==> config.mk <==
export PLATFORM = sky130hd
export DESIGN_NAME = muxn_reg
export DESIGN_NICKNAME = d
export VERILOG_FILES = /design/src/rtl/muxn_pkg.sv /design/src/rtl/rr_arbiter.sv /design/src/rtl/muxn_reg.sv
export SDC_FILE = /design/constraint.sdc
export NUM_CORES = 1
export LEC_CHECK = 0
export ABC_AREA = 1
export BUFFER_PORTS_ARGS = -buffer_cell sky130_fd_sc_hd__buf_2
export CELL_PAD_IN_SITES_DETAIL_PLACEMENT = 0
export CELL_PAD_IN_SITES_GLOBAL_PLACEMENT = 1
export CORE_MARGIN = 1.5
export CORE_UTILIZATION = 30
export DETAILED_ROUTE_END_ITERATION = 8
export PLACE_DENSITY_LB_ADDON = 0.25
export RECOVER_POWER = 50
export SLEW_MARGIN = 5
export SYNTH_ARGS = -nofsm -noshare
export SYNTH_HDL_FRONTEND = slang
export SYNTH_HIERARCHICAL = 1
export SYNTH_SLANG_ARGS = --single-unit
==> constraint.sdc <==
create_clock -name clk -period 3.55 [get_ports clk]
set_input_delay 0.1775 -clock clk [delete_from_list [all_inputs] [get_ports clk]]
set_output_delay 0.1775 -clock clk [all_outputs]
set_load 0.005 [all_outputs]
==> src/rtl/muxn_pkg.sv <==
// Shared definitions for the N-way registered mux: mode encodings and the
// rotated-priority search used by the round-robin arbiter.
package muxn_pkg;

    localparam logic MODE_FIXED = 1'b0;
    localparam logic MODE_RR    = 1'b1;

    localparam int MAX_N    = 16;
    localparam int MAX_SELW = 4;

    typedef struct packed {
        logic                valid;
        logic [MAX_SELW-1:0] idx;
    } rr_pick_t;

    // First set bit of req[n-1:0], scanning ptr, ptr+1, ... and wrapping at n.
    function automatic rr_pick_t rr_first(
        input logic [MAX_N-1:0]    req,
        input int unsigned         n,
        input logic [MAX_SELW-1:0] ptr
    );
        rr_pick_t    pick;
        int unsigned idx;
        pick = '0;
        for (int unsigned k = 0; k < MAX_N; k++) begin
            idx = 32'(ptr) + k;
            if (idx >= n) begin
                idx = idx - n;
            end
            if (!pick.valid && (k < n) && req[idx[MAX_SELW-1:0]]) begin
                pick.valid = 1'b1;
                pick.idx   = idx[MAX_SELW-1:0];
            end
        end
        return pick;
    endfunction

endpackage

==> src/rtl/rr_arbiter.sv <==
// Combinational round-robin arbiter: picks the first requester at or after ptr.
module rr_arbiter
    import muxn_pkg::*;
#(
    parameter  int N    = 4,
    localparam int SELW = $clog2(N)
) (
    input  logic [N-1:0]    req,
    input  logic [SELW-1:0] ptr,
    output logic [SELW-1:0] gnt_idx,
    output logic            gnt_valid
);

    rr_pick_t pick;

    always_comb begin
        pick = rr_first(MAX_N'(req), N, MAX_SELW'(ptr));
    end

    assign gnt_idx   = SELW'(pick.idx);
    assign gnt_valid = pick.valid;

endmodule

==> src/rtl/muxn_reg.sv <==
// N-channel valid/ready mux with one output register stage; the source is
// either a fixed select or round-robin arbitration among valid channels.
module muxn_reg
    import muxn_pkg::*;
#(
    parameter  int N     = 4,
    parameter  int WIDTH = 32,
    localparam int SELW  = $clog2(N)
) (
    input  logic                 clk,
    input  logic                 rst,
    input  logic [N*WIDTH-1:0]   in_data,
    input  logic [N-1:0]         in_valid,
    output logic [N-1:0]         in_ready,
    input  logic                 mode,
    input  logic [SELW-1:0]      sel,
    output logic [WIDTH-1:0]     out_data,
    output logic                 out_valid,
    input  logic                 out_ready,
    output logic [SELW-1:0]      out_chan
);

    logic [WIDTH-1:0] chan [N];
    logic [WIDTH-1:0] out_data_reg;
    logic [SELW-1:0]  out_chan_reg;
    logic             out_valid_reg;
    logic [SELW-1:0]  rr_ptr_reg;

    logic [SELW-1:0]  rr_idx;
    logic             rr_valid;
    logic             sel_ok;
    logic             fix_valid;
    logic [SELW-1:0]  grant;
    logic             grant_valid;
    logic             load_en;

    genvar gi;
    generate
        for (gi = 0; gi < N; gi++) begin : g_chan
            assign chan[gi] = in_data[gi*WIDTH +: WIDTH];
        end
    endgenerate

    rr_arbiter #(.N(N)) u_arb (
        .req       (in_valid),
        .ptr       (rr_ptr_reg),
        .gnt_idx   (rr_idx),
        .gnt_valid (rr_valid)
    );

    // An out-of-range select (non power-of-two N) must never grant.
    assign sel_ok    = (int'(sel) < N);
    assign fix_valid = sel_ok & in_valid[sel];

    always_comb begin
        grant       = sel;
        grant_valid = fix_valid;
        if (mode == MODE_RR) begin
            grant       = rr_idx;
            grant_valid = rr_valid;
        end
    end

    assign load_en = ~out_valid_reg | out_ready;

    generate
        for (gi = 0; gi < N; gi++) begin : g_ready
            assign in_ready[gi] = ~rst & load_en & grant_valid & (grant == SELW'(gi));
        end
    endgenerate

    always_ff @(posedge clk) begin
        if (rst) begin
            out_data_reg  <= '0;
            out_chan_reg  <= '0;
            out_valid_reg <= 1'b0;
            rr_ptr_reg    <= '0;
        end else if (load_en) begin
            if (grant_valid) begin
                out_data_reg  <= chan[grant];
                out_chan_reg  <= grant;
                out_valid_reg <= 1'b1;
                if (mode == MODE_RR) begin
                    rr_ptr_reg <= (int'(grant) == N - 1) ? '0 : grant + 1'b1;
                end
            end else begin
                out_valid_reg <= 1'b0;
            end
        end
    end

    assign out_data  = out_data_reg;
    assign out_chan  = out_chan_reg;
    assign out_valid = out_valid_reg;

endmodule

* After elaboration in Yosys (flattened, before gate mapping)
Index checks and enable logic that the tools add are counted.
** Storage, ports and cells
- Bits in registers :: 37
- Input port bits :: 138
- Logic and storage cells :: 70
** Operators by class
- Eq/ne operators :: 4
- Reduce and logical (&&, ||, !) cells :: 9
- Bitwise logic cells :: 10
- $add $sub $neg :: 8
- $lt $le $gt $ge :: 10
- Muxes and demuxes :: 25
** Operators with widths (count)
- >= comparator 32 x 3 -> 1 bit, second input constant :: 3
- binary-select mux 32 bit (select 2 bit) :: 1
- two-way mux 32 bit :: 2
- < comparator 4 x 5 -> 1 bit, second input constant :: 4
- two-way mux 5 bit :: 4
- binary-select mux 1 bit (select 4 bit) :: 4
- two-way mux 4 bit :: 4
- subtractor 4 x 3 -> 4 bit, second input constant :: 3
- two-way mux 1 bit :: 7
- adder 2 x 2 -> 3 bit, second input constant :: 2
- bitwise AND 1 bit :: 6
- equality test 2 x 1 -> 1 bit, second input constant :: 2
- equality test 2 bit, second input constant :: 2
- two-way mux 2 bit :: 2
- subtractor 2 x 3 -> 4 bit, second input constant :: 1
- adder 2 x 1 -> 3 bit, second input constant :: 1
- >= comparator 2 x 3 -> 1 bit, second input constant :: 1
- >= comparator 3 bit, second input constant :: 1
- logical AND 1 bit :: 3
- zero test 1 bit :: 3
- < comparator 2 x 3 -> 1 bit, second input constant :: 1
- NOT 2 -> 3 bit :: 1
- AND reduction 3 bit :: 1
- adder 2 x 1 -> 2 bit, second input constant :: 1
- other kinds (5) :: 6

* Longest topological paths before layout
Gate-level depths: netlist of run 1.
- Depth in word-level cells :: 19
- Mapped depth :: 20
- Mapped depth without buffers :: 18

* By module
The synthesis of run 1 kept the hierarchy.
** Modules (own cells, without submodules)
- muxn_reg :: cells each 596, instances 1, seq. area each 740.7 µm², area an instance 3229.3 µm²
- rr_arbiter :: cells each 64, instances 1, seq. area each 0.0 µm², area an instance 380.4 µm²

* Worst setup path before layout of run 1
OpenSTA, ideal clock, no wires.
- Path kind :: register to register
- From :: register rr_ptr_reg[0]
- To :: register rr_ptr_reg[1]
- Required time :: 3434 ps
- Path slack :: 945 ps
- Data arrival time :: 2489 ps
- Cell stages (with the launch flop) :: 18
- Cells stage by stage :: dfxtp_1 -> buf_6 -> inv_8 -> ha_1 -> inv_1 -> nand3_2 -> nand3_2 -> nand2_2 -> nor2_4 -> nand3_1 -> nand2_1 -> inv_1 -> nand2_1 -> nand2_2 -> buf_4 -> ha_1 -> o21ai_0 -> nor2_1
** Between the ends
- Cells in the longest elaborated chain, start to end :: 17
** Ends and longest elaborated chain
- start: declaration :: RTL line muxn_reg.sv:27 : logic [SELW-1:0] rr_ptr_reg;
- start signal: assignment :: RTL line muxn_reg.sv:84 : rr_ptr_reg <= (int'(grant) == N - 1) ? '0 : grant + 1'b1;
- branches (longest 13 deep; another with >= comparator 32 x 3 -> 1 bit)
- two-way mux 5 bit (*) :: RTL line muxn_pkg.sv:30 : if (!pick.valid && (k < n) && req[idx[MAX_SELW-1:0]]) begin
- net rr_idx[0] :: RTL line muxn_reg.sv:29 : logic [SELW-1:0] rr_idx;
- two-way mux 2 bit (*) :: RTL line muxn_reg.sv:58 : if (mode == MODE_RR) begin
- adder 2 x 1 -> 2 bit / equality test 2 x 1 -> 1 bit (equally long branches) :: RTL line muxn_reg.sv:84
- two-way mux 2 bit (*) :: RTL line muxn_reg.sv:84
Mark *: on every way through the listed nets, which the timed path passes. The select of a mux whose other input is x is not followed.
A chain may end at the register's enable or synchronous reset.

* Final worst setup path of run 1
- From :: register rr_ptr_reg[1]
- To :: output port in_ready[3]
** Between the ends
- Cells in the longest elaborated chain, start to end :: 17
** Ends and longest elaborated chain
- branches (longest 13 deep; another with >= comparator 32 x 3 -> 1 bit)
- two-way mux 5 bit (*) :: RTL line muxn_pkg.sv:30
- net rr_idx[0] :: RTL line muxn_reg.sv:29
- two-way mux 2 bit (*) :: RTL line muxn_reg.sv:58
- equality test 2 bit (*) :: RTL line muxn_reg.sv:68 : assign in_ready[gi] = ~rst & load_en & grant_valid & (grant == SELW'(gi));
- bitwise AND 1 bit (*) :: RTL line muxn_reg.sv:68
- end: declaration :: RTL line muxn_reg.sv:14 : output logic [N-1:0] in_ready,
Marked as above.

==> results of run 1 <==
[cells in the mapped netlist, drive strengths merged]
cell type / n / area, µm²
buf: 26 / 165
inv: 155 / 589
nand3: 144 / 756
clkbuf: 11 / 41.3
a21oi: 17 / 85.1
nand4: 1 / 6.26
nor3: 1 / 16.3
dfxtp: 37 / 741
nand3b: 16 / 120
o21ai: 4 / 23.8
nand2: 187 / 749
nor2: 53 / 216
ha: 8 / 100
[path summary, 6_finish.rpt]
kind / start / endpoint / slack, ns / depth (start not counted)
setup / recovery: rr_ptr_reg[1] / in_ready[3] / 0.49 / 15
hold / removal: out_ready / out_valid / 0.24 / 4
setup reg to reg: rr_ptr_reg[1] / out_data[31] / 0.65 / 17
hold reg to reg: out_data[9] / out_data[9] / 0.48 / 2
[cells by family (layout without fill, tap and decap cells)]
kind of cell,Yosys count,in the layout,synth area share (%)
AOI/OAI and AO/OA,21,21,3.02
DFF,37,37,20.5
buffers and inverters,192,349,22.0
and+or+nand+nor,402,402,51.6
adders and majority gates,8,8,2.77
[per-stage QoR]
step | worst slack (ns) | hold slack [ns] | instances
after floorplan | 0.945 | 0.388 | 660
after global placement | 0.717 | 0.461 | 952
after detailed placement | 0.660 | 0.475 | 952
after CTS | 0.461 | 0.247 | 960
after global routing | 0.258 | 0.315 | 960
final | 0.488 | 0.243 | 960
[final cells by class]
class,count,area share [%]
Multi-Input combinational cell,431,44.5
Inverter,155,12.6
Tap cell,143,3.82
Clock inverter,2,0.829
Sequential cell,37,15.8
Timing Repair Buffer,186,19.7
Clock buffer,6,2.75
[critical path, cell delays in order (launching register included)]
cell     delay (ns)
dfxtp_1        0.43
inv_1          0.15
ha_1           0.36
inv_1          0.13
nand3_2        0.10
nand3_2        0.11
nand2_2        0.07
nor2_4         0.09
nand3_1        0.07
nand2_1        0.10
nand2_2        0.06
nand2_2        0.43
ha_1           0.23
inv_1          0.05
nor2_1         0.10
buf_2          0.13
[routing by layer]
metal	global-route usage [%]	routed length, µm	vias up
li1	-	-	2294
met1	23.4	5310	1916
met2	32.0	5430	109
met3	3.21	619	9
met4	3.04	105	0
met5	0	0	-
[power groups by stage]
| stage | clock (mW) | combinational, mW | sequential [mW] |
|---|---|---|---|
| finish | 0.510 | 1.08 | 0.541 |
| global route | 0.542 | 1.24 | 0.551 |
| CTS | 0.527 | 1.11 | 0.539 |
| detailed placement | 0 | 1.10 | 0.547 |
| global placement | 0 | 1.10 | 0.548 |
| floorplan | 0 | 0.775 | 0.551 |
==> results.ini, run 1 <==
[finish]
layout_commonest_cell = nand2_1
layout_common_cells = nand2_1, inv_1, buf_2
nFillCells = 1337
final_cell_area_um2 = 4680
largest_register_ffs = 32
regArea_um2 = 741
multi_input_area_um2 = 2080
syn2layout_area_growth_pct = 29.6
drive_gt1_share_pct = 24.4
fin_util_pct = 40.5
antenna_cells = 0
num-nets-final = 962

[floorplan]
start_util_pct = 31.2
rows = 39
dieHeight_um = 113
die_w_um = 113
io_pins = 177
dieArea_um2 = 12700
core_um2 = 11600

[clock_network]
path_clk_slew_ns = 0.06
clockRootBuffer = clkbuf_16
htreeDepth = 2
cts.sinks = 37
clk_latency_ns = 0.28
cts_setup_buffers = 0
cts_buffers = 5
hold_buffers = 0
cts_tree = done
cts_buffer_depth = 2
cts_resized = 0

[grt]
grt_pass1_wl_um = 18900
overflow = 0
antenna_found_initial = 0
first_global_vias = 4116
grt_max_degree = 36
grt_use_total_pct = 18.1

[timing]
tightest_slew_ns = 0.925
finalSetupViolCount = 0
final-hold-violation-count = 0
fmax_ghz = 0.327
fin_tns_setup_ns = 0
final_max_slew_viol_count = 0
rsz0062_at_grt = no
slew_headroom_pct = 38.1
skew_ns = 0.00589
min_period_ns = 3.06
fin_crit_sh_pct = 86.3

[status]
run_status = finished clean

[power]
power_mw = 2.13
p_comb_share_pct = 50.6
p_sw_uw = 889
peakVddDrop_mv = 0.209
p_int_mw = 1.24
p_leak_nw = 2.92
seqPwrFrac_pct = 25.4
switching_share_pct = 41.8
p_clk_share_pct = 24.0
power.density_nw_per_um2 = 455

[min_path]
hp-class = primary input to flop

[place]
dp_hpwl_um = 8780
gp_congestion = 0.864
place_area_um2 = 4550
io_buffers = 176

[critical_path]
cp-start-kind = flop
path_max_fanout = 24
critPathKind = flop to primary output
crit_path_end_kind = primary output
critical_path_required_ns = 3.37
worstPathArrival_ns = 2.88

[logic_synthesis]
synthesis.area_um2 = 3610
post_synth.cell_area_avg_um2 = 5.47
syn-instance-count = 660
yosys_warnings = 6
ys_types = 24
ys_seq_elements = 37
postSynthNetCount = 806
seq_area_frac_synth_pct = 20.5

[drt]
first_pass_iters = 5
vias_per_cell = 4.51
final_antenna_net_count = 0
wl_per_cell_um = 11.9
drc = 0
dr_total_vias = 4328
wl_um = 11500
drt_iter0_drc = 217

[run]
cap_violations = 0

Power figures use the tool's default switching activity.
==> inputs of run 2 (changes only) <==
--- a/config.mk
+++ b/config.mk
@@ -5,7 +5,6 @@
 export SDC_FILE = /design/constraint.sdc
 export NUM_CORES = 1
 export LEC_CHECK = 0
-export ABC_AREA = 1
 export BUFFER_PORTS_ARGS = -buffer_cell sky130_fd_sc_hd__buf_2
 export CELL_PAD_IN_SITES_DETAIL_PLACEMENT = 0
 export CELL_PAD_IN_SITES_GLOBAL_PLACEMENT = 1
@@ -14,6 +13,7 @@
 export DETAILED_ROUTE_END_ITERATION = 8
 export PLACE_DENSITY_LB_ADDON = 0.25
 export RECOVER_POWER = 50
+export SETUP_SLACK_MARGIN = 0.5
 export SLEW_MARGIN = 5
 export SYNTH_ARGS = -nofsm -noshare
 export SYNTH_HDL_FRONTEND = slang
==> results.ini, run 2 <==
[power]
p_clk_share_pct = 19.0  ; was 24.0%
switching_share_pct = 32.6  ; was 41.8%
p_sw_uw = 524  ; was 889 µW
p_comb_share_pct = 48.1  ; was 50.6%
power.density_nw_per_um2 = 449  ; was 455 nW/µm²
p_int_mw = 1.08  ; was 1.24 mW
peakVddDrop_mv = 0.155  ; was 0.209 mV
seqPwrFrac_pct = 32.9  ; was 25.4%
p_leak_nw = 1.64  ; was 2.92 nW

[clock_network]
hold_buffers = 0  ; unchanged
clk_latency_ns = 0.28  ; about the same
htreeDepth = 2  ; unchanged
clockRootBuffer = clkbuf_8  ; was clkbuf_16
cts_buffer_depth = 2  ; unchanged
path_clk_slew_ns = 0.07  ; was 0.06 ns
cts_buffers = 5  ; unchanged
cts_tree = done  ; unchanged
cts.sinks = 37  ; unchanged

[floorplan]
dieArea_um2 = 8610  ; was 12,700 µm²
rows = 32  ; was 39
die_w_um = 92.8  ; was 113 µm
dieHeight_um = 92.8  ; was 113 µm
core_um2 = 7770  ; was 11,600 µm²
io_pins = 177  ; unchanged
start_util_pct = 31.2  ; about the same

[logic_synthesis]
synth_common_cells = dfxtp_1, a22o_1, mux4_2, nand2_1, ha_1  ; was nand2_1, inv_1, nand3_1, nor2_1, dfxtp_1
synthesis.area_um2 = 2420  ; was 3610 µm²
seq_area_frac_synth_pct = 30.6  ; was 20.5%
async_reset_ff_share_pct = 0  ; unchanged
postSynthNetCount = 332  ; was 806
post_synth.cell_area_avg_um2 = 13.0  ; was 5.47 µm²
ys_seq_elements = 37  ; unchanged
synthTopCellsByArea = dfxtp_1, mux4_2, a22o_1  ; was dfxtp_1, nand3_1, nand2_1
synth_ff_type = dfxtp_1  ; unchanged
yosys_warnings = 6  ; unchanged
syn-instance-count = 186  ; was 660
synth.most_common_cell = dfxtp_1  ; was nand2_1
synth_edf_count = 0  ; unchanged
ys_types = 35  ; was 24
synth_area_leader_cell = dfxtp_1  ; unchanged
synth_top_area_share_pct = 30.6  ; was 20.5%

[critical_path]
path_max_fanout = 5  ; was 24
cp-start-kind = flop  ; unchanged
r2r-end = out_data[24]  ; was out_data[31]
reg2reg_depth = 12  ; was 17
worstPathArrival_ns = 2.92  ; was 2.88 ns
crit_path_end_kind = primary output  ; unchanged
critical_path_required_ns = 3.37  ; about the same
cp_cell_sequence = inv_1 > ha_4 > mux4_2 > nand2_2 > o21a_1 > o21ai_0 > mux2i_2 > clkinvlp_2 > buf_4 > ha_1 > and2_1 > buf_2  ; was inv_1 > ha_1 > inv_1 > nand3_2 > nand3_2 > nand2_2 > nor2_4 > nand3_1 > nand2_1 > nand2_2 > nand2_2 > ha_1 > inv_1 > nor2_1 > buf_2
critPathTopFamily = buffers and inverters  ; was simple AND/OR/NAND/NOR gates
critPathKind = flop to primary output  ; unchanged
critPathSlowestCell = mux4_2  ; was dfxtp_1
worstReg2RegStart = rr_ptr_reg[0]  ; was rr_ptr_reg[1]
cp.buffers_inverters = 4  ; unchanged
worst-r2r-setup-slack_ns = 0.53  ; was 0.65 ns
cpPeakStageDelay_ns = 0.50  ; was 0.43 ns

[min_path]
worstHoldStart = rst  ; was out_ready
whs_endpoint = rr_ptr_reg[1]  ; was out_valid
worstHoldPathCells = 2  ; was 4
hp-class = primary input to flop  ; unchanged

[finish]
antenna_cells = 0  ; unchanged
layout_commonest_cell = buf_2  ; was nand2_1
largest_register_ffs = 32  ; unchanged
layout_common_cells = buf_2, dfxtp_1, a22o_1  ; was nand2_1, inv_1, buf_2
drive_gt1_share_pct = 59.6  ; was 24.4%
syn2layout_area_growth_pct = 47.9  ; was 29.6%
num-nets-final = 517  ; was 962
final_cell_area_um2 = 3580  ; was 4680 µm²

[run]
cap_violations = 0  ; unchanged

[timing]
fin_tns_setup_ns = 0  ; unchanged
final_max_slew_viol_count = 0  ; unchanged
finalHoldWorstSlack_ns = 0.214  ; was 0.243 ns
tightest_slew_ns = 0.408  ; was 0.925 ns
min_period_ns = 3.10  ; was 3.06 ns
fmax_ghz = 0.322  ; was 0.327 GHz
slew_headroom_pct = 72.8  ; was 38.1%
rsz0062_at_grt = no  ; unchanged
skew_ns = 0.00564  ; was 0.00589 ns
final-hold-violation-count = 0  ; unchanged
finalSetupViolCount = 0  ; unchanged
fin_crit_sh_pct = 87.4  ; was 86.3%

[drt]
wl_met3_um = 603  ; was 619 µm
drc = 0  ; unchanged
final_antenna_net_count = 0  ; unchanged
wl_um = 7610  ; was 11,500 µm
first_pass_iters = 4  ; was 5
vias_per_cell = 5.08  ; was 4.51
dr_total_vias = 2405  ; was 4,328
drt_iter0_drc = 61  ; was 217
wl_met2_um = 3830  ; was 5430 µm
wl_per_cell_um = 16.1  ; was 11.9 µm
m1WireLength_um = 3060  ; was 5310 µm
top_layer_used = met4  ; unchanged

[grt]
grt_pass1_wl_um = 11400  ; was 18,900 µm
grt_use_total_pct = 17.0  ; was 18.1%
antenna_found_initial = 0  ; unchanged
grt_max_degree = 33  ; was 36
overflow = 0  ; unchanged
first_global_vias = 2282  ; was 4,116

[place]
dp_hpwl_um = 5970  ; was 8780 µm
io_buffers = 176  ; unchanged
gp_congestion = 0.858  ; was 0.864
place_area_um2 = 3400  ; was 4550 µm²

[status]
run_status = finished clean  ; unchanged

## run 2: cell count changes after synthesis, moves of 11 or more
cell / previous run / this run
a22o_1: 0 / 32
buf_2: 18 / 7
inv_1: 149 / 3
mux4_2: 0 / 30
nand2_1: 172 / 9
nand2_2: 13 / 0
nand3_1: 137 / 3
nand3b_1: 16 / 2
nor2_1: 50 / 0
## run 2: cell families (layout without fill, tap and decap cells)
kind of cell | count (synthesis) | after routing | share of synthesized area, %
buffers and inverters | 20 | 205 | 5.02
adders and majority gates | 8 | 8 | 4.14
DFF | 37 | 37 | 30.6
and+or+nand+nor | 29 | 29 | 7.03
AOI/OAI and AO/OA | 53 | 53 | 17.3
muxes | 39 | 39 | 35.9
## run 2: timing repair
item / in CTS / in global routing
pin swaps: 0 / 1
setup buffers: 1 / 7
endpoints found under the setup margin: 24 / 30
resized for setup: 7 / 7
## run 2: worst max-delay path by stage
stage / startpoint / endpoint / slack (ns) / cells after the start
3_5_place_dp: rr_ptr_reg[0] / out_data[21] / 0.47 / 10
6_report: rr_ptr_reg[0] / in_ready[3] / 0.45 / 12
3_3_place_gp: rr_ptr_reg[0] / rr_ptr_reg[0] / 0.54 / 10
4_1_cts: rr_ptr_reg[1] / in_ready[1] / 0.51 / 12
2_1_floorplan: rr_ptr_reg[0] / rr_ptr_reg[0] / 0.51 / 13
5_1_grt: rr_ptr_reg[0] / in_ready[3] / 0.27 / 12
## run 2: layer usage
| layer | vias up | GRT usage, % |
|---|---|---|
| met5 | - | 0 |
| met1 | 1145 | 20.0 |
| met3 | 11 | 4.19 |
| li1 | 1137 | - |
| met4 | 0 | 5.18 |
| met2 | 112 | 30.2 |
## run 2: cell type report
| class | instances | area, µm² |
|---|---|---|
| Timing Repair Buffer | 193 | 1000 |
| Tap cell | 102 | 128 |
| Fill cell | 769 | 4190 |
| Inverter | 5 | 25.0 |
| Clock buffer | 6 | 82.6 |
| Sequential cell | 37 | 743 |
| Clock inverter | 1 | 7.51 |
| Multi-Input combinational cell | 129 | 1590 |
## run 2: power by group through the flow
stage               combinational [mW]  clock [mW]  sequential (mW)
floorplan                        0.485           0            0.545
global placement                 0.722           0            0.535
detailed placement               0.736           0            0.535
CTS                              0.765       0.319            0.526
global route                     0.846       0.336            0.540
finish                           0.773       0.306            0.529
## run 2: stage by stage
stage	util [%]	power, mW	cells	setup WS, ns
floorplan	-	1.03	186	0.507
global placement	43.8	1.26	458	0.537
detailed placement	43.8	1.27	458	0.471
CTS	45.6	1.61	466	0.510
global route	46.1	1.72	473	0.270
finish	46.1	1.61	473	0.448
## run 2: worst reg2reg max path, cell delays in order, from the launching register on
cell,delay (ns)
dfxtp_2,0.34
inv_1,0.06
ha_4,0.29
mux4_2,0.50
nand2_2,0.09
o21a_1,0.10
o21ai_0,0.08
mux2i_2,0.20
clkinvlp_2,0.29
buf_4,0.24
buf_12,0.13
mux4_2,0.41
a22o_1,0.19
==> inputs of run 3 (changes only) <==
--- a/config.mk
+++ b/config.mk
@@ -5,10 +5,10 @@
 export SDC_FILE = /design/constraint.sdc
 export NUM_CORES = 1
 export LEC_CHECK = 0
+export ABC_AREA = 1
 export BUFFER_PORTS_ARGS = -buffer_cell sky130_fd_sc_hd__buf_2
 export CELL_PAD_IN_SITES_DETAIL_PLACEMENT = 0
 export CELL_PAD_IN_SITES_GLOBAL_PLACEMENT = 1
-export CORE_MARGIN = 1.5
 export CORE_UTILIZATION = 30
 export DETAILED_ROUTE_END_ITERATION = 8
 export PLACE_DENSITY_LB_ADDON = 0.25
==> results.ini, run 3 (synthesis results as in run 1) <==
[run]
cap_violations = 0  ; unchanged

[critical_path]
path_max_fanout = 30  ; was 5
cp-startpoint = rr_ptr_reg[0]  ; unchanged
crit_path_end_kind = primary output  ; unchanged
r2r-end = out_data[20]  ; was out_data[24]
worst-r2r-setup-slack_ns = 0.76  ; was 0.53 ns
critical_path_required_ns = 3.37  ; about the same
cp-start-kind = flop  ; unchanged
worstReg2RegStart = rr_ptr_reg[0]  ; unchanged
reg2reg_depth = 19  ; was 12
worstPathArrival_ns = 2.68  ; was 2.92 ns
critPathKind = flop to primary output  ; unchanged

[clock_network]
cts_buffer_depth = 2  ; unchanged
clk_latency_ns = 0.27  ; was 0.28 ns
cts.sinks = 37  ; unchanged
clockRootBuffer = clkbuf_16  ; was clkbuf_8
htreeDepth = 2  ; unchanged
cts_buffers = 5  ; unchanged
cts_tree = done  ; unchanged
hold_buffers = 0  ; unchanged
path_clk_slew_ns = 0.06  ; was 0.07 ns

[finish]
layout_common_cells = nand2_1, buf_2, inv_1  ; was buf_2, dfxtp_1, a22o_1
drive_gt1_share_pct = 25.3  ; was 59.6%
syn2layout_area_growth_pct = 31.5  ; was 47.9%
nFillCells = 1331  ; was 769
regArea_um2 = 742  ; was 743 µm²
num-nets-final = 967  ; was 517
multi_input_area_um2 = 2110  ; was 1590 µm²
fin_util_pct = 41.1  ; was 46.1%
layout_commonest_cell = nand2_1  ; was buf_2
final_cell_area_um2 = 4750  ; was 3580 µm²
antenna_cells = 0  ; unchanged
largest_register_ffs = 32  ; unchanged

[power]
power_mw = 2.11  ; was 1.61 mW
power.density_nw_per_um2 = 445  ; was 449 nW/µm²
peakVddDrop_mv = 0.213  ; was 0.155 mV
p_leak_nw = 2.96  ; was 1.64 nW

[floorplan]
io_pins = 177  ; unchanged
die_w_um = 112  ; was 92.8 µm
dieArea_um2 = 12500  ; was 8610 µm²
dieHeight_um = 112  ; was 92.8 µm
rows = 39  ; was 32
start_util_pct = 31.2  ; about the same
core_um2 = 11600  ; was 7770 µm²

[grt]
antenna_found_initial = 0  ; unchanged
grt_use_total_pct = 18.5  ; was 17.0%
grt_pass1_wl_um = 18900  ; was 11,400 µm
grt_max_degree = 36  ; was 33
first_global_vias = 4229  ; was 2,282
overflow = 0  ; unchanged

[min_path]
worstHoldPathCells = 4  ; was 2
hp-class = primary input to flop  ; unchanged
whs_endpoint = out_valid  ; was rr_ptr_reg[1]
worstHoldStart = out_ready  ; was rst

[drt]
dr_total_vias = 4451  ; was 2,405
first_pass_iters = 7  ; was 4
wl_um = 11500  ; was 7610 µm
drc = 5  ; was 0
vias_per_cell = 4.61  ; was 5.08
final_antenna_net_count = 0  ; unchanged
wl_per_cell_um = 11.9  ; was 16.1 µm
drt_iter0_drc = 212  ; was 61

[timing]
tightest_slew_ns = 0.653  ; was 0.408 ns
final-hold-violation-count = 0  ; unchanged
fin_crit_sh_pct = 80.4  ; was 87.4%
rsz0062_at_grt = no  ; unchanged
fmax_ghz = 0.350  ; was 0.322 GHz
slew_headroom_pct = 56.4  ; was 72.8%
skew_ns = 0.00272  ; was 0.00564 ns
fin_tns_setup_ns = 0  ; unchanged
min_period_ns = 2.85  ; was 3.10 ns
final_max_slew_viol_count = 0  ; unchanged
finalSetupViolCount = 0  ; unchanged

[place]
io_buffers = 176  ; unchanged
dp_hpwl_um = 8860  ; was 5970 µm
gp_congestion = 0.828  ; was 0.858
place_area_um2 = 4560  ; was 3400 µm²

[status]
violations = DRC
run_status = finished, violations left  ; was finished clean

run 3: cell count changes in the layout (fill, tap and decap cells not counted), moves of 5 or more:
cell / before / now
nand3b_1: 2 / 16
nand3_1: 3 / 137
nor2_1: 0 / 50
mux4_2: 30 / 0
nand3_2: 0 / 7
mux4_1: 6 / 0
nand2_2: 1 / 10
inv_1: 2 / 149
a22o_1: 32 / 0
a21oi_1: 7 / 17
nand2_1: 8 / 172
clkbuf_16: 0 / 5
clkbuf_8: 6 / 1
run 3: what timing repair did:
item / 4_1_cts / 5_1_grt
setup endpoints to repair: 4 / 4
pin swaps: 1 / 0
resized for setup: 2 / 4
setup buffers: 5 / 0
run 3: routing by layer:
| metal | share of wire [%] | global-route usage [%] |
|---|---|---|
| met5 | 0 | 0 |
| met2 | 49 | 33.2 |
| met4 | 0.99 | 3.87 |
| met3 | 5.3 | 3.65 |
| met1 | 45 | 22.8 |
run 3: worst max path at each step:
stage                    end  slack, ns
6_report         in_ready[0]       0.70
5_1_grt          in_ready[0]       0.50
4_1_cts          in_ready[0]       0.60
3_5_place_dp   rr_ptr_reg[1]       0.65
3_3_place_gp   rr_ptr_reg[1]       0.80
2_1_floorplan  rr_ptr_reg[1]       0.94
run 3: metrics by stage:
stage                     cells  hold slack (ns)  worst slack [ns]
after floorplan             660            0.388             0.945
after global placement      952            0.466             0.798
after detailed placement    952            0.475             0.655
after CTS                   965            0.211             0.599
after global routing        965            0.254             0.499
final                       965            0.212             0.697
run 3: layout make-up:
class | instances | area share, %
clock buffers | 6 | 2.92
clock inverters | 2 | 0.290
inverters | 155 | 12.4
multi-input cells | 431 | 44.5
flip-flops and latches | 37 | 15.6
well taps | 143 | 3.77
repair buffers | 191 | 20.5
run 3: power by group:
part	leakage [nW]	switching [mW]	internal, mW	total [mW]
logic	2.57	0.683	0.438	1.12
clock network	0.0768	0.167	0.279	0.446
registers	0.307	0.0468	0.498	0.544
run 3: worst max-delay path: stages, from the launching register on:
cell and delay, ns:
dfxtp_1 0.43, inv_8 0.07, ha_1 0.35, inv_1 0.12, nand3_2 0.11, nand3_2 0.12, nand2_2 0.08, nor2_4 0.09
nand3_1 0.07, nand2_1 0.10, inv_1 0.04, nand2_1 0.17, nand2_8 0.17, ha_1 0.26, inv_1 0.05, nor2_1 0.04
buf_2 0.12
